--- src/rtl/pw_pkg.sv ---
// Shared types and defaults for the password checker: lock FSM states,
// parameter defaults and a timer-width helper.
package pw_pkg;

  typedef enum logic [1:0] {
    IDLE    = 2'd0,
    OPEN    = 2'd1,
    LOCKOUT = 2'd2
  } lock_state_t;

  localparam int DEF_PW_W           = 4;
  localparam int DEF_MAX_TRIES      = 3;
  localparam int DEF_LOCKOUT_CYCLES = 1000;
  localparam int DEF_UNLOCK_CYCLES  = 500;

  // Timer holds at most max(a,b)-1; never collapse to a zero-width vector.
  function automatic int timer_width(input int a, input int b);
    int m;
    m = (a > b) ? a : b;
    return ($clog2(m) < 1) ? 1 : $clog2(m);
  endfunction

endpackage

--- src/rtl/cycle_timer.sv ---
// Loadable down-counter with a zero flag; one instance serves both the
// OPEN window and the LOCKOUT period.
module cycle_timer
  import pw_pkg::*;
#(
  parameter int W = timer_width(DEF_LOCKOUT_CYCLES, DEF_UNLOCK_CYCLES)
) (
  input  logic         clk,
  input  logic         rst,
  input  logic         load,
  input  logic         en,
  input  logic [W-1:0] load_value,
  output logic         zero
);

  logic [W-1:0] r_count;

  always_ff @(posedge clk or posedge rst) begin
    if (rst) begin
      r_count <= '0;
    end else if (load) begin
      r_count <= load_value;
    end else if (en && (r_count != '0)) begin
      r_count <= r_count - 1'b1;
    end
  end

  assign zero = (r_count == '0);

endmodule

--- config.mk ---
export PLATFORM = sky130hd
export DESIGN_NAME = cycle_timer
export DESIGN_NICKNAME = d
export VERILOG_FILES = /design/src/rtl/pw_pkg.sv /design/src/rtl/cycle_timer.sv
export SDC_FILE = /design/constraint.sdc
export NUM_CORES = 1
export LEC_CHECK = 0
export CORE_MARGIN = 8
export CORE_UTILIZATION = 43
export CTS_CLUSTER_DIAMETER = 40
export DETAILED_ROUTE_END_ITERATION = 10
export GPL_TIMING_DRIVEN = 0
export PLACE_DENSITY_LB_ADDON = 0.25
export SYNTH_ARGS = -nofsm -noshare
export SYNTH_HDL_FRONTEND = slang
export SYNTH_SLANG_ARGS = --single-unit
--- constraint.sdc ---
create_clock -name clk -period 1.55 [get_ports clk]
set_input_delay 0.31 -clock clk [delete_from_list [all_inputs] [get_ports clk]]
set_output_delay 0.31 -clock clk [all_outputs]
set_load 0.005 [all_outputs]
After elaboration in Yosys (flattened, before gate mapping). Index checks and enable logic that the tools add are counted.

Register bits after elaboration: 10. Bits of input ports: 14. Output and inout port bits: 1.

Add/subtract/negate cells: 1. Multiplexer cells: 2. Reductions and logical operators: 4.

Operator list (count): $mux 10 (2); $logic_not 10->1 (1); $reduce_bool 10->1 (1); $sub 10x1->10 const B (1); $reduce_bool 2->1 (1); $logic_and 1x1->1 (1).

Longest topological paths before layout. Gate-level depths: netlist of run 1.

Word-level depth: 4. Mapped depth: 6. Depth with buffers taken out: 6.

Worst setup path before layout of run 1. OpenSTA, ideal clock, no wires.

Path type: reg2reg. Start point: register r_count[5]. End point: register r_count[1]. Arrival time: 1.458 ns. Path slack: -0.033 ns. Stages on the path, launching flop included: 5. Path buffers: 0. Path through: dfrtp_1 -> nor4_2 -> a41oi_2 -> mux2i_1 -> mux2_2.

Cells in the longest elaborated chain, start to end: 3.

Ends and longest elaborated chain: from (decl) (RTL line cycle_timer.sv:16) `logic [W-1:0] r_count;`; from (signal assigned) (RTL line cycle_timer.sv:22) `r_count <= load_value;`; from (signal assigned) (RTL line cycle_timer.sv:24) `r_count <= r_count - 1'b1;`; $reduce_bool 10->1 (RTL line cycle_timer.sv:23) `end else if (en && (r_count != '0)) begin`; $logic_and 1x1->1 (RTL line cycle_timer.sv:23); $reduce_bool 2->1 (no line).

Every way passes these cells. A chain may end at the register's enable or synchronous reset.

Worst setup path after layout of run 1.
Start point: register r_count[7]. End point: register r_count[7].

Cells in the longest elaborated chain, start to end: 3. Elaborated cells on any way between the ends: 6.

Ends and longest elaborated chain (RTL line): $sub 10x1->10 / $reduce_bool 10->1 (equally long branches) (cycle_timer.sv:24, cycle_timer.sv:23); $mux 10 / $logic_and 1x1->1 (equally long branches) (cycle_timer.sv:23); $mux 10 / $reduce_bool 2->1 (equally long branches).

Parallel ways exist; a longest one is shown, timed or not. The select of a mux whose other input is x is not followed.

==> results of run 1 <==
-- final timing paths --
check | start | endpoint | slack, ns
setup / recovery | r_count[7] | r_count[7] | -0.1
hold / removal | rst | r_count[5] | 0.33
setup reg to reg | r_count[7] | r_count[7] | -0.1
hold reg to reg | r_count[0] | r_count[0] | 0.68
max in group asynchronous | rst | r_count[7] | 0.91
min in group clk | en | r_count[8] | 0.57
-- synthesized netlist by cell type (2+ instances only) --
| master | instances |
|---|---|
| a21oi_1 | 4 |
| nand4_1 | 3 |
| inv_1 | 7 |
| clkbuf_1 | 2 |
| o21ai_1 | 6 |
| xor2_1 | 2 |
| dfrtp_1 | 10 |
| mux2i_1 | 2 |
| nor3b_1 | 2 |
| nand2_1 | 8 |
| xnor2_1 | 2 |
-- logic make-up (layout without fill, tap and decap cells) --
family | count (synthesis) | in the layout | synth area share, %
xor gates and xnor gates | 4 | 4 | 5.344
and+or+nand+nor | 22 | 22 | 21.95
AOI/OAI and AO/OA | 20 | 20 | 22.71
adders and majority gates | 1 | 1 | 1.908
muxes | 3 | 3 | 4.771
buffers and inverters | 9 | 35 | 5.154
DFF | 10 | 10 | 38.17
-- layer usage --
layer | wire length (µm) | track usage, % | up-vias
li1 | - | - | 303
met2 | 843 | 20.90 | 21
met3 | 103 | 3.476 | 2
met1 | 714 | 15.24 | 305
met4 | 12 | 4.800 | 0
met5 | 0 | 0 | -
-- timing repair --
action / CTS / global route
pin swaps: 8 / 2
endpoints found under the setup margin: 10 / 10
gates cloned: 0 / 0
setup buffers: 12 / 0
gates resized for setup: 10 / 16
-- power by group through the flow --
stage	logic [mW]	clock network (mW)	registers (mW)
global route	0.286	0.194	0.344
global placement	0.181	0	0.338
detailed placement	0.187	0	0.341
floorplan	0.129	0	0.332
CTS	0.231	0.183	0.334
finish	0.257	0.178	0.341
-- cell type report --
class,count,share of cell area (%)
plain buffers,2,1.008
clock buffers,3,2.267
inverters,7,2.645
multi-input cells,50,44.58
flip-flops and latches,10,25.31
well taps,16,2.015
repair buffers,23,22.17
-- stage by stage --
| step | cells | area [µm²] | power, mW | hold slack (ns) | utilization (%) |
|---|---|---|---|---|---|
| after floorplan | 69 | 664.4 | 0.4604 | 0.1502 | - |
| after global placement | 99 | 824.5 | 0.5188 | 0.6065 | 56.04 |
| after detailed placement | 99 | 824.5 | 0.5276 | 0.6147 | 56.04 |
| after CTS | 111 | 937.1 | 0.7479 | 0.3498 | 63.69 |
| after global routing | 111 | 993.5 | 0.8232 | 0.3665 | 67.52 |
| final | 111 | 993.5 | 0.7760 | 0.3310 | 67.52 |
-- worst max-delay path, stage by stage (launching register included) --
cell and delay [ns]:
dfrtp_2 0.44, buf_6 0.12, or4_4 0.55, o2111ai_2 0.20, xor2_1 0.16, o21ai_1 0.07
==> impl_metrics.tcl, run 1 <==
set metrics [dict create \
    largest_register_ffs 10 \
    setup_viol 4 \
    ys_types 32 \
    maxCapViolCount 0 \
    p_per_area_nw_per_um2 781.1 \
    multiInputGateArea_um2 442.9 \
    synthCells 69 \
    synth_seq_cells 10 \
    critical_path_class "reg2reg" \
    die_w_um 55.05 \
    antenna_found_initial 0 \
    yosys_warnings 0 \
    yosys.area.top_type "dfrtp_1" \
    syn-num-nets 84 \
    worstPathRequired_ns 1.70 \
    vias 631 \
    synth_area_um2 655.6 \
    rr_worst_depth 5 \
    overflow 0 \
    drtIter0Drc 13 \
    hpwl_mm 1.124 \
    p_clk_share_pct 22.9 \
    drive_above_1_share_pct 33.68 \
    comb_power_share_pct 33.1 \
    yosys.area.top_type_share_pct 38.17 \
    drv_slew 0 \
    dieArea_um2 3030 \
    final.setup.tns_ns -0.3557 \
    period_share_pct 106.4 \
    rsz0062_at_grt "yes" \
    grt_pass1_wl_mm 2.842 \
    area_growth_pct 51.53 \
    nets 112 \
    violations "setup timing" \
    finClkSkew_ns 0.005459 \
    relSlewSlack_pct 72.71 \
    route.antenna.remaining_nets 0 \
    ys.flop_type "dfrtp_1" \
    syn_area_per_cell_um2 9.502 \
    synthArstFlopShare_pct 100.0 \
    finalHoldViolCount 0 \
    cts_tree "done" \
    power_switching_mw 0.2595 \
    final_common_cell "clkdlybuf4s50_1" \
    wl_per_cell_um 15.08 \
    postCtsHoldBufs 0 \
    drt_pass1_iterations 4 \
    swShare_pct 33.44 \
    io_buffers 14 \
    grt_max_degree 11 \
    grt_pass1_vias 647 \
    p_leak_nw 0.4068 \
    core_area_um2 1471 \
    drt_wl_total_mm 1.674 \
    critPathCaptureType "flip-flop" \
    num_antenna_cells 0 \
    hold_path.class "in2async" \
    seq_power_share_pct 43.9 \
    p_int_mw 0.5165 \
    io_pins 15 \
    rows 14 \
    die_h_um 55.05 \
    critPathLaunchType "flip-flop" \
    seq_area_um2 251.5 \
    cp_max_fo 3 \
    start_util_pct 44.56 \
    min_period_ns 1.648 \
    track_usage_pct 12.65 \
    ir_worst_vdd_mv 0.6444 \
    cp.arrival_ns 1.80 \
    vias_per_cell 5.685 \
    cts_root_buf "clkbuf_4" \
    synth_edf_count 0 \
    max_freq_mhz 606.6 \
    tightest_slew_ns 0.4089 \
    setup_ws_ns -0.09850 \
    ys_seq_area_share_pct 38.17 \
    place_ws_ns -0.4090 \
    clock-sinks 10 \
    final_cell_mix "clkdlybuf4s50_1 (12), dfrtp_1 (9), nand2_1 (7), o21ai_1 (6)" \
    cts.path.max_buffers 2 \
    drcViolationCount 0 \
    outcome "complete, but fails checks" \
    insertion_delay_ns 0.26 \
    max_flop_register "r_count" \
    cts.clk_slew.worst_paths_ns 0.07 \
    ys_top_cells_by_area "dfrtp_1 (38%), o21ai_1 (4.6%), nand2_1 (4.6%), inv_1 (4.0%), a21oi_1 (3.1%)" \
    n_fill_cell 117 \
    place_congestion 0.8088 \
    htreeDepth 1 \
    reg_top3 "r_count x10" \
    numCtsBuffers 3 \
]
(Power assumes the default switching activity.)
==> run 2, diff against run 1 <==
--- a/config.mk
+++ b/config.mk
@@ -5,8 +5,9 @@
 export SDC_FILE = /design/constraint.sdc
 export NUM_CORES = 1
 export LEC_CHECK = 0
+export CAP_MARGIN = 40
 export CORE_MARGIN = 8
-export CORE_UTILIZATION = 43
+export CORE_UTILIZATION = 50
 export CTS_CLUSTER_DIAMETER = 40
 export DETAILED_ROUTE_END_ITERATION = 10
 export GPL_TIMING_DRIVEN = 0
==> constraint.sdc (replaced) <==
create_clock -name clk -period 2 [get_ports clk]
set_input_delay 0.4 -clock clk [delete_from_list [all_inputs] [get_ports clk]]
set_output_delay 0.4 -clock clk [all_outputs]
set_load 0.005 [all_outputs]
==> run 2 against run 1 <==
- the flow now finishes without violations
- non-clock buffer count rose by 2
- critical path depth grew 4
- combinational power shrank 31%
- setup slack gained 0.19 ns
- fmax decreased by 13%
- final cell count rose by 0.90%
- critical path type unchanged
- sequential power down 24%
- critical endpoint is now r_count[3]
==> impl_metrics.tcl, run 2 (synthesized netlist as in run 1, its figures left out) <==
set metrics [dict create \
    outcome "finished, final reports clean" \
    rsz0062_at_grt "no" \
    drtIter0Drc 17 \
    num_antenna_cells 0 \
    core_area_um2 1269 \
    period_share_pct 95.22 \
    min_period_ns 1.904 \
    critical_path_class "reg2reg" \
    hold_ws_ns 0.4099 \
    drt_pass1_iterations 4 \
    utilization_pct 73.87 \
    ir_worst_vdd_mv 0.5064 \
    htreeDepth 1 \
    largest_register_ffs 10 \
    total_power_mw 0.5737 \
    cts_root_buf "clkbuf_4" \
    path_cells "nor4_4 -> nand4_1 -> buf_4 -> buf_4 -> buf_4 -> buf_4 -> buf_4 -> a21oi_2 -> o21ai_1" \
    insertion_delay_ns 0.27 \
    worstPathRequired_ns 2.14 \
    max_flop_register "r_count" \
    drive_above_1_share_pct 27.84 \
    grt_pass1_vias 667 \
    seq_power_share_pct 45.0 \
    seq_area_um2 254.0 \
    track_usage_pct 14.38 \
    n_fill_cell 97 \
    vias_per_cell 5.848 \
    route.antenna.remaining_nets 0 \
    slowest_stage "dfrtp_2" \
    cpPeakStageDelay_ns 0.42 \
    r2r-start "r_count[5]" \
    clock-sinks 10 \
    critPathLaunchType "flip-flop" \
    cp.arrival_ns 2.04 \
    overflow 0 \
    cp_max_fo 2 \
    p_per_area_nw_per_um2 612.2 \
    finClkSkew_ns 0.007096 \
    wl_per_cell_um 16.25 \
    area_growth_pct 42.94 \
    r2r-end "r_count[3]" \
    p_leak_nw 0.3907 \
    drv_slew 0 \
    io_buffers 14 \
    comb_power_share_pct 31.0 \
    p_int_mw 0.3879 \
    io_pins 15 \
    path_common_cell "buf_4" \
    drcViolationCount 0 \
    swShare_pct 32.39 \
    placed_area_um2 814.5 \
    maxCapViolCount 0 \
    hold_path.class "in2async" \
    die_w_um 52.21 \
    nets 114 \
    path_buf_inv 5 \
    numCtsBuffers 3 \
    place_congestion 0.8724 \
    path_depth 9 \
    grt_pass1_wl_mm 2.953 \
    critical_path.top_delay_family "buffers and inverters" \
    drt_wl_total_mm 1.820 \
    reg2reg_slack_ns 0.1 \
    final_common_cell "clkdlybuf4s50_1" \
    final_cells 112 \
    dieArea_um2 2726 \
    p_clk_share_pct 24.0 \
    grt_max_degree 11 \
    tightest_slew_ns 0.5254 \
    cts_tree "done" \
    antenna_found_initial 0 \
    vias 655 \
    rr_worst_depth 9 \
    multiInputGateArea_um2 386.6 \
    cts.path.max_buffers 2 \
    cts.clk_slew.worst_paths_ns 0.07 \
    final_cell_mix "clkdlybuf4s50_1 (13), buf_4 (11), nand2_1 (8), inv_1 (7), dfrtp_1 (7)" \
    power_switching_mw 0.1858 \
    die_h_um 52.21 \
    setup_viol 0 \
    start_util_pct 51.68 \
    reg_top3 "r_count x10" \
    relSlewSlack_pct 64.97 \
    fin_area_um2 937.1 \
    postCtsHoldBufs 0 \
    hpwl_mm 1.111 \
    placed_cells 98 \
    rows 13 \
    finalHoldViolCount 0 \
    max_freq_mhz 525.1 \
    critPathCaptureType "flip-flop" \
]
[run 2: cell count changes in the layout (fill, tap and decap cells not counted), moves of 2 or more]
cell      before  now
buf_4          5   11
buf_6          4    0
clkbuf_1       0    2
clkbuf_2       2    0
dfrtp_1        9    7
dfrtp_2        1    3
inv_1          5    7
inv_2          2    0
[run 2: power by group through the flow]
stage	Clock [mW]	Combinational (mW)	Sequential (mW)
final	0.138	0.178	0.258
after global routing	0.154	0.194	0.261
after CTS	0.145	0.166	0.259
after detailed placement	0	0.145	0.261
after global placement	0	0.139	0.259
after floorplan	0	0.0983	0.254
[run 2: worst max-delay path by stage]
stage	start	to
6_report	r_count[5]	r_count[3]
3_5_place_dp	r_count[5]	zero
4_1_cts	r_count[7]	r_count[3]
5_1_grt	r_count[5]	r_count[3]
2_1_floorplan	r_count[5]	r_count[1]
3_3_place_gp	r_count[5]	zero
[run 2: area by class of cell]
cell class	count	area share, %
plain buffers	2	0.8011
well taps	15	2.003
inverters	7	2.804
multi-input cells	50	41.26
flip-flops and latches	10	27.10
clock buffers	3	2.403
repair buffers	25	23.63
[run 2: worst reg2reg max path: cells and delay by family (launching register included)]
| family | cells | cell delay (ns) |
|---|---|---|
| compound gates | 2 | 0.19 |
| buf+inv | 5 | 0.65 |
| flops | 1 | 0.42 |
| simple gates | 2 | 0.50 |
[run 2: stage by stage]
stage          setup TNS (ns)  worst slack [ns]
6_report                    0           0.09562
4_1_cts                     0           0.01306
3_3_place_gp          -0.1362           -0.1362
2_1_floorplan               0            0.4171
3_5_place_dp          -0.1268           -0.1268
5_1_grt                     0           0.02002
[run 2: repair_timing]
action,CTS,global route
pin swaps,3,3
endpoints found under the setup margin,1,1
resized for setup,5,2
buffers inserted,11,2
cloned,0,0
hold endpoints to repair,0,0
[run 2: metal layers]
layer	vias to the layer above	share of wire [%]	GRT usage, %	wire length (µm)
li1	310	-	-	-
met1	310	41	14.66	744
met2	25	49	23.40	887
met4	0	3.4	9.483	62
met3	10	6.9	6.250	125
met5	-	0	0	0
==> patch, RTL diff (settings of run 1) <==
Make the reset (`rst`) synchronous in one clocked block.
--- a/src/rtl/cycle_timer.sv
+++ b/src/rtl/cycle_timer.sv
@@ -15,7 +15,7 @@
 
   logic [W-1:0] r_count;
 
-  always_ff @(posedge clk or posedge rst) begin
+  always_ff @(posedge clk) begin
     if (rst) begin
       r_count <= '0;
     end else if (load) begin
Formal check against the unedited RTL: differs if rst is asserted again (counterexample within 4 cycles, from zero or initial values and one cycle with rst high); with rst held inactive, the same outputs for 10 cycles.
==> patch against run 1 <==
The run still ends with setup timing left. Routed wire length grew 6.2%. Final area decreased by 3.8%. Cell count up 2.7%. Sequential cell count stayed put. Count of clock-buffer cells in the layout unchanged. Area after synthesis is 4.4% lower. Power shrank 3.2%. Setup slack got worse by 250 ps. Synthesized cell count rose by 4.3%. Via count up 2.2%. Highest routed layer unchanged.
==> patch: results (changes against run 1) <==
| Metric | Value |
|---|---|
| Status | finished with violations |
| Failing checks | setup timing |
| Layout non-clock buf frac | 0.240 (+0.00779) |
| Worst R2R Path Depth | 8 (+3) |
| Multi-input gates | 52 (+4.0%) |
| DP Wirelength | 1.08 mm (-3.9%) |
| Placer Congestion | 0.730 (-9.8%) |
| Met2 Use GR | 0.193 (-0.0162) |
| Share of cells above drive strength 1 | 0.354 (+0.0167) |
| Met2 wire len | 871 um (+3.3%) |
| Total routed wirelength | 1.78 mm (+6.2%) |
| Hold slack | 479 ps (+148 ps) |
| Hold Path Class | in2reg |
| PnR worst setup slack | -349 ps (-251 ps) |
| Worst EP arrival | 1590 ps (-210 ps) |
| Yosys cell types | 33 (+3.1%) |
| CP endpoint | zero |
| Final setup vio count | 8 (+4) |
| Post-placement cell area | 797 um^2 (-3.3%) |
| Multi-input logic area | 457 um^2 (+3.1%) |
| Setup TNS | -2010 ps (-1650 ps) |
| Post-synth ARST share | 0 (-1.00) |
| Synth cell count leaders | 10 x dfxtp_1, 8 x nor2_1, 7 x inv_1, 5 x a21oi_1 |
| R2R Setup Slk | -320 ps (-220 ps) |
| Final-layout clock-cell area share | 0.0236 (+0.000890) |
| Synthesized net count | 87 (+3.6%) |
| CP max-delay cell | or4b_4 |
| Switching part of the total | 0.312 (-0.0227) |
| Final net count | 116 (+3.6%) |
| Reg2reg end | r_count[0]$_SDFFE_PP0P_ |
| Met3 routed WL | 91 um (-12%) |
| Max FO, Critical Path | 2 (-1) |
| Worst vdd ir | 0.000577 V (-10%) |
| Reg-to-reg critical path startpoint | r_count[0]$_SDFFE_PP0P_ |
| # placed instances | 100 (+1.0%) |
| CP peak stage delay | 480 ps (-70 ps) |
| Met1 WL | 765 um (+7.1%) |
| Setup WS pre-CTS | -645 ps (-236 ps) |
| Reg area | 203 um^2 (-19%) |
| Synth area leaders | dfxtp_1 32%, nor2_1 4.8%, inv_1 4.2% |
| Iter 0 DRT Violations | 8 (-5) |
| Worst slew pin tran | 555 ps (+146 ps) |
| Met3 GRT Util | 0.0634 (+0.0286) |
[patch: logic make-up (layout without fill, tap and decap cells)]
group                    count (synthesis)  count (layout)  synth area share
AO/OA/AOI/OAI                           20              20             0.273
XOR/XNOR                                 1               1            0.0140
adder cells (fa/ha/maj)                  1               1            0.0200
buffers and inverters                   10              37            0.0599
flip-flops                              10              10             0.319
multiplexers                             2               2            0.0319
AND/OR/NAND/NOR                         28              28             0.281
[patch: timing repair]
| item | CTS | global route |
|---|---|---|
| pin swaps | 8 | 6 |
| endpoints found under the hold margin | 0 | 0 |
| gates resized for setup | 9 | 6 |
| setup endpoints to repair | 9 | 9 |
| gates cloned | 0 | 0 |
| setup buffers | 8 | 6 |
[patch: power groups by stage]
stage	clock network, W	registers (W)	logic, W
after global placement	0	0.000314	0.000184
after detailed placement	0	0.000315	0.000187
after CTS	0.000187	0.000309	0.000224
after global routing	0.000197	0.000316	0.000281
after floorplan	0	0.000309	0.000131
final	0.000179	0.000312	0.000260
